[config.mk]
export PLATFORM = sky130hd
export DESIGN_NAME = dualport_ram_sync
export DESIGN_NICKNAME = d
export VERILOG_FILES = /design/src/rtl/dualport_ram_sync.sv
export SDC_FILE = /design/constraint.sdc
export NUM_CORES = 1
export LEC_CHECK = 0
export BUFFER_PORTS_ARGS = -buffer_cell sky130_fd_sc_hd__buf_4
export CORE_MARGIN = 4
export CORE_UTILIZATION = 45
export CTS_CLUSTER_SIZE = 8
export DETAILED_ROUTE_END_ITERATION = 10
export GPL_TIMING_DRIVEN = 0
export PLACE_DENSITY = 0.72
export SYNTH_ARGS = -nofsm -noshare
export SYNTH_HDL_FRONTEND = slang
export SYNTH_SLANG_ARGS = --single-unit
[constraint.sdc]
create_clock -name clk -period 2.4 [get_ports clk]
set_clock_uncertainty 0.2 [all_clocks]
set_input_delay 0.48 -clock clk [delete_from_list [all_inputs] [get_ports clk]]
set_output_delay 0.48 -clock clk [all_outputs]
set_load 0.01 [all_outputs]
[src/rtl/dualport_ram_sync.sv]
`default_nettype none
// ============================================================================
//  Module      : dualport_ram_sync
//  Description : Single-clock simple dual-port RAM with one write port and one
//                read port. The read is synchronous and registered. Writes
//                have per-lane enables. Same-address read-during-write returns
//                either the old word or the merged new word. An optional
//                output register adds a second stage of read latency. An
//                optional post-reset sequencer zeroes every word.
//  Ports       : clk        sole clock, posedge
//                rst        synchronous reset, active-high
//                w_en       write request
//                w_addr     write address
//                w_data     write data
//                w_be       per-lane write enables
//                r_en       read request
//                r_addr     read address
//                r_data     read data, holds until the next read completes
//                r_valid    one-cycle pulse when r_data carries a read result
//                init_busy  clear sequence running, requests are dropped
//  Revision    : 1.0  initial release
// ============================================================================
module dualport_ram_sync #(
    parameter int DATA_WIDTH = 8,
    parameter int LANE_WIDTH = 8,
    parameter int DEPTH      = 16,
    parameter int RDW_MODE   = 0,
    parameter int OUT_REG    = 0,
    parameter int CLEAR_INIT = 1,
    localparam int NLANES    = DATA_WIDTH / LANE_WIDTH,
    localparam int AW        = $clog2(DEPTH)
) (
    input  logic                  clk,
    input  logic                  rst,
    input  logic                  w_en,
    input  logic [AW-1:0]         w_addr,
    input  logic [DATA_WIDTH-1:0] w_data,
    input  logic [NLANES-1:0]     w_be,
    input  logic                  r_en,
    input  logic [AW-1:0]         r_addr,
    output logic [DATA_WIDTH-1:0] r_data,
    output logic                  r_valid,
    output logic                  init_busy
);

    localparam logic [AW-1:0] c_last_addr = AW'(DEPTH - 1);

    typedef enum logic [0:0] {
        ST_CLEAR = 1'b0,
        ST_READY = 1'b1
    } state_t;

    state_t                r_state;
    logic [AW-1:0]         r_clr_addr;
    logic [DATA_WIDTH-1:0] r_mem [DEPTH];

    logic                  r_s1_valid;
    logic [DATA_WIDTH-1:0] r_s1_data;

    logic                  w_ready;
    logic                  w_wr_act;
    logic                  w_rd_act;
    logic                  w_mem_we;
    logic [AW-1:0]         w_mem_addr;
    logic [DATA_WIDTH-1:0] w_mem_data;
    logic [NLANES-1:0]     w_mem_be;
    logic [DATA_WIDTH-1:0] w_rd_word;

    // ------------------------------------------------------------------------
    // Clear sequencer. Reset restarts the sweep from address 0. The memory
    // array itself is not reset; the sweep is what zeroes it.
    // ------------------------------------------------------------------------
    always_ff @(posedge clk) begin
        if (rst) begin
            r_state    <= (CLEAR_INIT != 0) ? ST_CLEAR : ST_READY;
            r_clr_addr <= '0;
        end else begin
            case (r_state)
                ST_CLEAR: begin
                    r_clr_addr <= r_clr_addr + 1'b1;
                    if (r_clr_addr == c_last_addr) begin
                        r_state <= ST_READY;
                    end
                end
                default: begin
                    r_state <= ST_READY;
                end
            endcase
        end
    end

    // The busy flag covers the reset cycles as well, so a requester sees no
    // gap between reset and the start of the sweep.
    assign init_busy = (CLEAR_INIT != 0) && (rst || (r_state == ST_CLEAR));

    // User requests are accepted only in READY and never on a reset edge.
    assign w_ready  = !rst && (r_state == ST_READY);
    assign w_wr_act = w_en && w_ready;
    assign w_rd_act = r_en && w_ready;

    // ------------------------------------------------------------------------
    // Write port mux: the sweep owns the port while clearing.
    // ------------------------------------------------------------------------
    always_comb begin
        w_mem_we   = 1'b0;
        w_mem_addr = w_addr;
        w_mem_data = w_data;
        w_mem_be   = w_be;
        if (!rst && (r_state == ST_CLEAR)) begin
            w_mem_we   = 1'b1;
            w_mem_addr = r_clr_addr;
            w_mem_data = '0;
            w_mem_be   = '1;
        end else if (w_wr_act) begin
            w_mem_we   = 1'b1;
        end
    end

    always_ff @(posedge clk) begin
        if (w_mem_we) begin
            for (int i = 0; i < NLANES; i++) begin
                if (w_mem_be[i]) begin
                    r_mem[w_mem_addr][i*LANE_WIDTH +: LANE_WIDTH] <=
                        w_mem_data[i*LANE_WIDTH +: LANE_WIDTH];
                end
            end
        end
    end

    // ------------------------------------------------------------------------
    // Read word. The array read sees the pre-write contents because the write
    // above is non-blocking. In new-data mode the enabled lanes of a
    // colliding write are forwarded over the stored word.
    // ------------------------------------------------------------------------
    always_comb begin
        w_rd_word = r_mem[r_addr];
        if ((RDW_MODE != 0) && w_wr_act && (w_addr == r_addr)) begin
            for (int i = 0; i < NLANES; i++) begin
                if (w_be[i]) begin
                    w_rd_word[i*LANE_WIDTH +: LANE_WIDTH] =
                        w_data[i*LANE_WIDTH +: LANE_WIDTH];
                end
            end
        end
    end

    // First read stage: data only updates on an accepted read so the output
    // holds its last value between reads.
    always_ff @(posedge clk) begin
        if (rst) begin
            r_s1_valid <= 1'b0;
            r_s1_data  <= '0;
        end else begin
            r_s1_valid <= w_rd_act;
            if (w_rd_act) begin
                r_s1_data <= w_rd_word;
            end
        end
    end

    generate
        if (OUT_REG != 0) begin : g_out_reg
            logic                  r_out_valid;
            logic [DATA_WIDTH-1:0] r_out_data;

            always_ff @(posedge clk) begin
                if (rst) begin
                    r_out_valid <= 1'b0;
                    r_out_data  <= '0;
                end else begin
                    r_out_valid <= r_s1_valid;
                    if (r_s1_valid) begin
                        r_out_data <= r_s1_data;
                    end
                end
            end

            assign r_data  = r_out_data;
            assign r_valid = r_out_valid;
        end else begin : g_no_out_reg
            assign r_data  = r_s1_data;
            assign r_valid = r_s1_valid;
        end
    endgenerate

endmodule
`default_nettype wire
==> results.json, run 1 <==
{
  "status": "finished clean",
  "swShare": 0.2033,
  "syn_area_um2": 5692,
  "gr-usage-all-layers": 0.1619,
  "avgViaCountPerCell": 5.473,
  "yosysWarningCount": 0,
  "grt_pass1_wl_mm": 17.13,
  "overflow": 0,
  "antenna_found_initial": 0,
  "power_frac_seq": 0.501,
  "start_util": 0.4661,
  "required_ns": 2.24,
  "r2r_slack_ns": 0.13,
  "reg2reg_from": "r_state$_SDFF_PP0_",
  "die_w_um": 120.5,
  "layout-area-overhead-vs-synth_pct": 22.29,
  "path_cells": "clkbuf_8 -> nor2_4 -> mux2i_1 -> nand2_1 -> nor2_2",
  "diodes": 0,
  "dr.first_iter.drc_count": 313,
  "top_layer": "met4",
  "final_common_cell": "edfxtp_1",
  "yosysSeqAreaShare": 0.7246,
  "synth_nets": 306,
  "critPathSlowestCell": "nor2_2",
  "htree_levels": 4,
  "critPathBufInv": 1,
  "dr_total_vias": 2846,
  "synth.top_cell.area_share": 0.6753,
  "cap_violations": 0,
  "worstSetupPathType": "register to register",
  "die_area_um2": 14510,
  "crit_cells": 5,
  "cp-startpoint": "r_state$_SDFF_PP0_",
  "min_period_over_period": 0.9474,
  "r2r_end": "r_mem[7][1]$_DFFE_PP_",
  "peakVddDrop_uv": 380.6,
  "drt_wl_total_mm": 11.12,
  "grt_max_degree": 17,
  "crit_fanout": 10,
  "fmax_mhz": 439.8,
  "cts.clk_slew.worst_paths_ns": 0.06,
  "synthCells": 284,
  "hold_violations": 0,
  "synth.area.top_cells": "edfxtp_1, mux4_1, dfxtp_1",
  "synth_top_area_cell": "edfxtp_1",
  "cts.sinks": 142,
  "insertion_delay_ns": 0.41,
  "dp_hpwl_mm": 6.940,
  "p_sw_mw": 1.116,
  "drt-met1-wl_mm": 4.579,
  "cts_root_buffer": "clkbuf_16",
  "tightest_slew_ns": 1.064,
  "nFillCells": 922,
  "cts_tree": "yes",
  "dp_cells": 481,
  "num_rows": 40,
  "min_path_type": "primary input to register",
  "intPower_mw": 4.373,
  "avgSynthCellArea_um2": 20.04,
  "end_kind": "register",
  "finalWeightedCongestion": 0.8204,
  "power_leakage_nw": 2.365,
  "io_pins": 31,
  "final_cell_mix": "edfxtp_1, buf_4, mux4_1",
  "cpPeakStageDelay_ns": 0.46,
  "fin_util": 0.5700,
  "clkPwrFrac": 0.443,
  "grt_pass1_vias": 3008,
  "wl_per_cell_um": 21.39,
  "cts_buffers": 17,
  "synth_enable_flop_cells": 128,
  "drive_above_1_share": 0.3381,
  "regArea_um2": 4124,
  "ys.flop_type": "edfxtp_1",
  "final_cells": 520,
  "synthArstFlopShare": 0,
  "tns_ns": 0,
  "slew_violations": 0,
  "multi_input_area_um2": 1564,
  "finalSetupViolations": 0,
  "min_period_ns": 2.274,
  "cp_data_arrival_time_ns": 2.12,
  "pwr-share-comb": 0.056,
  "endpoint": "r_mem[7][1]$_DFFE_PP_",
  "wl_met2_mm": 5.647,
  "final_antenna_net_count": 0,
  "wl_met3_um": 818,
  "synth_seq_cells": 142,
  "holdBufCountCts": 0,
  "route.detailed.drc": 0,
  "port_buffers": 29,
  "reg2regPathDepth": 5,
  "fin_nets": 362,
  "slew-limit-headroom": 0.2891,
  "coreArea_um2": 12210,
  "crit_family": "simple AND/OR/NAND/NOR gates",
  "power_density_nw_per_um2": 788.6,
  "yosysUniqueCellTypes": 34,
  "start_kind": "register",
  "drtPass1Iterations": 5,
  "cts_buffer_depth": 2,
  "die_y_um": 120.5
}
-- worst register-to-register path, stage by stage (launching register included) --
cell      delay [ns]
dfxtp_1         0.32
clkbuf_8        0.17
nor2_4          0.23
mux2i_1         0.27
nand2_1         0.26
nor2_2          0.46
-- kinds of logic after synthesis --
kind of cell,synth area share
and+or+nand+nor,0.04353
xor gates and xnor gates,0.004617
adders and majority gates,0.002198
DFF,0.7246
buffers and inverters,0.02286
AOI/OAI and AO/OA,0.02572
muxes,0.1765
-- per-stage QoR --
| stage | area (um^2) | hold slack (ns) | total power [mW] | setup WS [ns] |
|---|---|---|---|---|
| 6_report | 6960 | 0.1976 | 5.489 | 0.1263 |
| 5_1_grt | 6960 | 0.1984 | 5.671 | -0.01988 |
| 4_1_cts | 6804 | 0.1902 | 5.496 | -0.09002 |
| 3_5_place_dp | 6120 | 0.2827 | 3.074 | -0.7375 |
| 3_3_place_gp | 6120 | 0.2823 | 3.064 | -0.6490 |
| 2_1_floorplan | 5692 | 0.3159 | 2.977 | 0.08450 |
-- flip-flops by register name, indices dropped and copies added, names as in the netlist --
name / count
r_valid: 1
r_state: 1
r_mem: 128
r_clr_addr: 4
r_data: 8
-- synth_stat cells, drive strengths merged (2+ instances only) --
library cell  instances
xor2                  2
a21oi                 3
mux4                 32
nand2b                3
nor3b                 2
nand2                 5
clkbuf                5
buf                   6
a31oi                 5
o21ai                 8
a22oi                 8
edfxtp              128
nor2b                 9
dfxtp                14
nor2                 23
inv                   2
mux2                  9
mux2i                10
-- layout make-up --
cell class,instances,area share
sequential,142,0.5925
tap,168,0.03020
clock buffer,17,0.06112
timing repair buffer,37,0.05429
multi-input combinational,128,0.2247
buffer,12,0.01780
clock inverter,14,0.01834
inverter,2,0.001079
-- power by group through the flow --
stage                     Clock [mW]  Sequential, mW  Combinational, mW
after floorplan                    0            2.80              0.181
after global placement             0            2.80              0.265
after detailed placement           0            2.80              0.273
after CTS                       2.45            2.75              0.292
after global routing            2.59            2.75              0.330
final                           2.43            2.75              0.306
-- routing by layer --
layer,GRT usage,vias up
met1,0.2245,1454
met5,0,-
li1,-,1282
met2,0.2494,102
met4,0.05807,0
met3,0.04256,8
-- worst min path at each step --
stage,from,end,slack [ns],cells past startpoint
final,r_en,r_valid$_SDFF_PP0_,0.20,2
after global routing,r_en,r_valid$_SDFF_PP0_,0.20,2
after floorplan,r_clr_addr[3]$_SDFFE_PP0N_,r_clr_addr[3]$_SDFFE_PP0N_,0.32,2
after detailed placement,r_data[1]$_SDFFE_PP0P_,r_data[1]$_SDFFE_PP0P_,0.28,2
after global placement,r_data[6]$_SDFFE_PP0P_,r_data[6]$_SDFFE_PP0P_,0.28,2
after CTS,rst,r_clr_addr[2]$_SDFFE_PP0N_,0.19,3
-- what timing repair did --
item,4_1_cts,5_1_grt
buffers inserted,3,5
pin swaps,3,5
resized for setup,23,11
endpoints found under the setup margin,111,128
Power figures use the tool's default switching activity.
==> run 2: changes to the inputs <==
--- a/config.mk
+++ b/config.mk
@@ -11,7 +11,7 @@
 export CTS_CLUSTER_SIZE = 8
 export DETAILED_ROUTE_END_ITERATION = 10
 export GPL_TIMING_DRIVEN = 0
-export PLACE_DENSITY = 0.72
+export PLACE_DENSITY = 0.7
 export SYNTH_ARGS = -nofsm -noshare
 export SYNTH_HDL_FRONTEND = slang
 export SYNTH_SLANG_ARGS = --single-unit
==> constraint.sdc (replaced) <==
create_clock -name clk -period 2.8 [get_ports clk]
set_clock_uncertainty 0.2 [all_clocks]
set_input_delay 0.56 -clock clk [delete_from_list [all_inputs] [get_ports clk]]
set_output_delay 0.56 -clock clk [all_outputs]
set_load 0.01 [all_outputs]
==> run 2 against run 1 <==
Effect of this change: sequential share of layout area is 1.6 points higher; register-to-register slack improved by 0.08 ns; first-iteration DRC count is 9.3% lower; die area stayed put; utilization fell by 1.5 points; wire length grew 2.5%; largest cell class unchanged; final cell count is 1.3% lower; highest routed layer unchanged; critical endpoint is now r_mem[5][6]$_DFFE_PP_; fmax shrank 12%; sequential power shrank 14%; combinational power is 22% lower.
==> results.json, run 2 (same netlist as run 1, synthesis figures left out) <==
{
  "final_cell_mix": "edfxtp_1, buf_4, mux4_1",
  "port_buffers": 29,
  "finalWeightedCongestion": 0.8567,
  "tightest_slew_ns": 1.051,
  "p_sw_mw": 0.9582,
  "drive_above_1_share": 0.2812,
  "htree_levels": 4,
  "dr_total_vias": 2877,
  "peakVddDrop_uv": 413.0,
  "cap_violations": 0,
  "io_pins": 31,
  "min_period_ns": 2.594,
  "grt_max_degree": 17,
  "drt_wl_total_mm": 11.40,
  "cpPeakStageDelay_ns": 0.67,
  "diodes": 0,
  "overflow": 0,
  "route.detailed.drc": 0,
  "intPower_mw": 4.019,
  "cts_buffers": 17,
  "start_kind": "register",
  "cts_buffer_depth": 2,
  "multi_input_area_um2": 1468,
  "slew-limit-headroom": 0.2978,
  "cts.sinks": 142,
  "clkPwrFrac": 0.478,
  "crit_fanout": 10,
  "path_cells": "clkbuf_8 -> nor2_2 -> clkbuf_2 -> a31oi_1 -> nor2_1",
  "swShare": 0.1925,
  "cp_data_arrival_time_ns": 2.44,
  "num_rows": 40,
  "cts.clk_slew.worst_paths_ns": 0.06,
  "worstSetupPathType": "register to register",
  "fin_nets": 354,
  "die_area_um2": 14510,
  "cts_setup_buffers": 0,
  "grt_pass1_vias": 3012,
  "final_common_cell": "edfxtp_1",
  "nFillCells": 963,
  "largest_reg_flops": 128,
  "fmax_mhz": 385.5,
  "grt_pass1_wl_mm": 17.12,
  "reg2reg_from": "r_state$_SDFF_PP0_",
  "min_period_over_period": 0.9265,
  "required_ns": 2.64,
  "layout-area-overhead-vs-synth_pct": 19.10,
  "insertion_delay_ns": 0.42,
  "gr-usage-all-layers": 0.1671,
  "setup_slack_ns": 0.2057,
  "avgViaCountPerCell": 5.608,
  "die_y_um": 120.5,
  "status": "finished clean",
  "start_util": 0.4661,
  "power_density_nw_per_um2": 734.2,
  "cts_tree": "yes",
  "cts_root_buffer": "clkbuf_16",
  "dp_slack_ns": -0.4098,
  "antenna_found_initial": 0,
  "finalSetupViolations": 0,
  "dp_hpwl_mm": 7.131,
  "critPathSlowestCell": "nor2_1",
  "cp-startpoint": "r_state$_SDFF_PP0_",
  "hold_violations": 0,
  "slew_violations": 0,
  "power_frac_seq": 0.474,
  "final_antenna_net_count": 0,
  "end_kind": "register",
  "pwr-share-comb": 0.048,
  "fin_util": 0.5551,
  "die_w_um": 120.5,
  "regMostFlops": "r_mem",
  "drtPass1Iterations": 5,
  "wl_per_cell_um": 22.21,
  "power_leakage_nw": 2.324,
  "coreArea_um2": 12210,
  "rsz0062_at_grt": "false",
  "regArea_um2": 4124,
  "min_path_type": "primary input to register",
  "hp-start": "rst",
  "dr.first_iter.drc_count": 284
}
-- run 2: changes by cell type in the layout (fill, tap and decap cells not counted) --
cell,previous run,this run
nor2b_2,1,0
a31oi_1,2,5
buf_12,8,0
clkbuf_1,1,3
clkinv_4,1,0
nor2_1,6,16
bufinv_16,2,5
a31oi_2,3,0
nor2b_1,8,9
clkinv_1,3,2
clkinv_2,5,3
nor2_4,13,3
-- run 2: critical path, delay by kind of cell, from the launching register on --
kind / cells / cell delay, ns
buffers and inverters: 2 / 0.49
and+or+nand+nor: 2 / 0.98
AOI/OAI and AO/OA: 1 / 0.23
DFF: 1 / 0.32
-- run 2: path summary, 6_finish.rpt --
| check | to | slack, ns | cells after the start |
|---|---|---|---|
| setup / recovery | r_mem[5][6]$_DFFE_PP_ | 0.21 | 5 |
| hold / removal | r_clr_addr[1]$_SDFFE_PP0N_ | 0.27 | 3 |
| setup reg to reg | r_mem[5][6]$_DFFE_PP_ | 0.21 | 5 |
| hold reg to reg | r_data[6]$_SDFFE_PP0P_ | 0.31 | 2 |
-- run 2: what timing repair did --
action / in CTS / in global routing
resized for setup: 2 / 9
endpoints found under the hold margin: 0 / 0
hold buffers: 0 / 0
setup endpoints to repair: 40 / 56
-- run 2: per-stage QoR --
stage / setup TNS (ns) / hold slack (ns) / instances / instance area, um^2 / power (mW)
2_1_floorplan: 0 / 0.3159 / 284 / 5692 / 2.552
3_3_place_gp: -17.23 / 0.2847 / 481 / 6120 / 2.627
3_5_place_dp: -23.14 / 0.2942 / 481 / 6120 / 2.636
4_1_cts: -2.056 / 0.2505 / 513 / 6753 / 4.997
5_1_grt: 0 / 0.2701 / 513 / 6779 / 5.126
6_report: 0 / 0.2675 / 513 / 6779 / 4.977
-- run 2: layer usage --
| metal | GRT usage | share of wire | up-vias |
|---|---|---|---|
| li1 | - | - | 1266 |
| met1 | 0.2165 | 0.43 | 1493 |
| met2 | 0.2648 | 0.48 | 103 |
| met3 | 0.05426 | 0.069 | 15 |
| met4 | 0.06303 | 0.017 | 0 |
| met5 | 0 | 0 | - |
-- run 2: power groups by stage --
stage | clock [mW] | sequential [mW] | combinational [mW]
floorplan | 0 | 2.40 | 0.155
detailed placement | 0 | 2.40 | 0.235
CTS | 2.40 | 2.36 | 0.238
finish | 2.38 | 2.36 | 0.238
global route | 2.51 | 2.36 | 0.258
global placement | 0 | 2.40 | 0.229
-- run 2: layout make-up --
class | instances | share of cell area
Clock buffer | 19 | 0.06386
Multi-Input combinational cell | 128 | 0.2165
Buffer | 12 | 0.01827
Clock inverter | 13 | 0.02879
Inverter | 2 | 0.001107
Sequential cell | 142 | 0.6083
Tap cell | 168 | 0.03101
Timing Repair Buffer | 29 | 0.03212
==> run 3: changes to the inputs <==
--- a/config.mk
+++ b/config.mk
@@ -5,6 +5,7 @@
 export SDC_FILE = /design/constraint.sdc
 export NUM_CORES = 1
 export LEC_CHECK = 0
+export ABC_AREA = 1
 export BUFFER_PORTS_ARGS = -buffer_cell sky130_fd_sc_hd__buf_4
 export CORE_MARGIN = 4
 export CORE_UTILIZATION = 45
==> run 3 against run 2 <==
Effect of this change: via count grew 50%; combinational power grew 35%; global-route usage grew 2.2 points; sequential cell count is the same; worst setup slack gained 0.23 ns; first-iteration DRC count grew 37%; hold slack lost 0.087 ns; wire length grew 23%; die area grew 8.2%; power shrank 4.8%; synthesized area grew 8.8%; critical path type unchanged; largest cell class unchanged.
==> results.json, run 3 <==
{
  "status": "finished clean",
  "fmax_mhz": 423.8,
  "intPower_mw": 3.671,
  "synth_commonest_cells": "nand2_1, edfxtp_1, inv_1, nand3_1, nor2_1",
  "final_cell_mix": "nand2_1, edfxtp_1, inv_1",
  "fin_util": 0.5380,
  "yosysUniqueCellTypes": 21,
  "synth.area.top_cells": "edfxtp_1, nand2_1, nand3_1",
  "synth-compound-area-share": 0.008079,
  "p_sw_mw": 1.064,
  "synthCells": 630,
  "tightest_slew_ns": 1.299,
  "dr.first_iter.drc_count": 388,
  "cts.clk_slew.worst_paths_ns": 0.06,
  "crit_fanout": 10,
  "hold_violations": 0,
  "yosysWarningCount": 0,
  "io_pins": 31,
  "die_area_um2": 15710,
  "place_area_um2": 6618,
  "slew-limit-headroom": 0.1309,
  "drive_above_1_share": 0.1362,
  "synth_top_family_by_area": "simple AND/OR/NAND/NOR gates",
  "min_path_type": "primary input to register",
  "port_buffers": 27,
  "pwr-share-comb": 0.068,
  "drtPass1Iterations": 7,
  "finalWeightedCongestion": 0.8812,
  "fin_nets": 699,
  "dr_total_vias": 4315,
  "cts_root_buffer": "clkbuf_16",
  "min_period_over_period": 0.8427,
  "cts_buffers": 17,
  "p_total_mw": 4.736,
  "min_period_ns": 2.360,
  "die_w_um": 125.3,
  "syn_area_um2": 6195,
  "gr-usage-all-layers": 0.1889,
  "slew_violations": 0,
  "start_kind": "register",
  "coreArea_um2": 13350,
  "synth_nets": 652,
  "yosysSeqAreaShare": 0.6657,
  "postLayoutCellArea_um2": 7181,
  "synth_enable_flop_cells": 128,
  "synth_seq_cells": 142,
  "cts_resized": 0,
  "insertion_delay_ns": 0.42,
  "clkPwrFrac": 0.433,
  "yosys.area_share.simple": 0.2371,
  "overflow": 0,
  "antenna_found_initial": 0,
  "holdBufCountCts": 0,
  "tns_ns": 0,
  "required_ns": 2.64,
  "end_kind": "register",
  "cts.sinks": 142,
  "grt_pass1_wl_mm": 22.57,
  "avgSynthCellArea_um2": 9.833,
  "die_y_um": 125.3,
  "synthArstFlopShare": 0,
  "wl_per_cell_um": 16.18,
  "synthMuxAreaShare": 0,
  "avgViaCountPerCell": 4.983,
  "synthAdderAreaFrac": 0.002020,
  "power_leakage_nw": 3.182,
  "cts_buffer_depth": 2,
  "num_rows": 42,
  "grt_max_degree": 17,
  "start_util": 0.4641,
  "ys.flop_type": "edfxtp_1",
  "dp_hpwl_mm": 9.395,
  "final_common_cell": "nand2_1",
  "final_antenna_net_count": 0,
  "grt_pass1_vias": 4413,
  "peakVddDrop_uv": 331.7,
  "synth_top_area_cell": "edfxtp_1",
  "largest_reg_flops": 128,
  "drt_wl_total_mm": 14.01,
  "power_frac_seq": 0.500,
  "cp_data_arrival_time_ns": 2.20,
  "worstSetupPathType": "register to register",
  "synth_xor_area_frac": 0,
  "cts_tree": "yes",
  "cap_violations": 0,
  "rsz0062_at_grt": "false",
  "synth_most_common_cell": "nand2_1",
  "diodes": 0,
  "synth.top_cell.area_share": 0.6205,
  "swShare": 0.2248,
  "regMostFlops": "r_mem",
  "cts_setup_buffers": 0,
  "route.detailed.drc": 0,
  "finalSetupViolations": 0,
  "power_density_nw_per_um2": 659.5,
  "htree_levels": 4,
  "layout-area-overhead-vs-synth_pct": 15.92
}
## run 3: changes by cell type in the layout (fill, tap and decap cells not counted), moves of 5 or more
cell,delta
nand2_1,+224
inv_1,+93
nand3_1,+93
mux4_1,-22
buf_2,+17
mux2i_1,-10
mux4_2,-10
mux2_2,-9
nor2b_1,-9
a22oi_1,-8
nor2_1,+8
clkinv_2,+6
a31oi_1,-5
bufinv_16,-5
## run 3: stage by stage
stage	cells	setup slack, ns	hold WS, ns
3_5_place_dp	833	0.1786	0.3130
3_3_place_gp	833	0.2343	0.2993
6_report	866	0.4405	0.1808
2_1_floorplan	630	0.7539	0.2771
4_1_cts	865	0.4170	0.1704
5_1_grt	866	0.3424	0.1784
## run 3: final cells by class
class,instances,area (um^2)
inverters,98,367.9
multi-input cells,364,1539
flip-flops and latches,142,4124
repair buffers,28,214.0
clock inverters,12,65.06
fillers,1160,6167
well taps,176,220.2
clock buffers,20,479.2
plain buffers,26,171.4
## run 3: power groups by stage
stage | Sequential (mW) | Clock (mW) | Combinational (mW)
5_1_grt | 2.37 | 2.16 | 0.360
2_1_floorplan | 2.41 | 0 | 0.204
3_3_place_gp | 2.41 | 0 | 0.307
6_report | 2.37 | 2.05 | 0.321
3_5_place_dp | 2.41 | 0 | 0.315
4_1_cts | 2.37 | 2.06 | 0.318
## run 3: cell families after synthesis
logic type	after synthesis
adders and majority gates	1
AOI/OAI and AO/OA	8
DFF	142
buffers and inverters	124
and+or+nand+nor	355
## run 3: path summary, 6_finish.rpt
path,start,endpoint,slack [ns],cells past startpoint
max,r_state$_SDFF_PP0_,r_mem[6][2]$_DFFE_PP_,0.44,6
min reg2reg,r_clr_addr[0]$_SDFFE_PP0N_,r_clr_addr[0]$_SDFFE_PP0N_,0.33,2
max reg2reg,r_state$_SDFF_PP0_,r_mem[6][2]$_DFFE_PP_,0.44,6
min,rst,r_clr_addr[2]$_SDFFE_PP0N_,0.18,2
## run 3: routing by layer
layer / GRT usage / share of wire / up-vias
li1: - / - / 2114
met1: 0.2549 / 0.43 / 1970
met2: 0.2986 / 0.47 / 209
met3: 0.04606 / 0.080 / 22
met4: 0.07143 / 0.020 / 0
met5: 0 / 0 / -
## run 3: critical path: stages (launching register included)
cell and delay (ns):
dfxtp_1 0.37, nor2_4 0.22, buf_6 0.17, nand2_1 0.07, o21ai_2 0.08, nand2_1 0.17, nor2_1 0.69
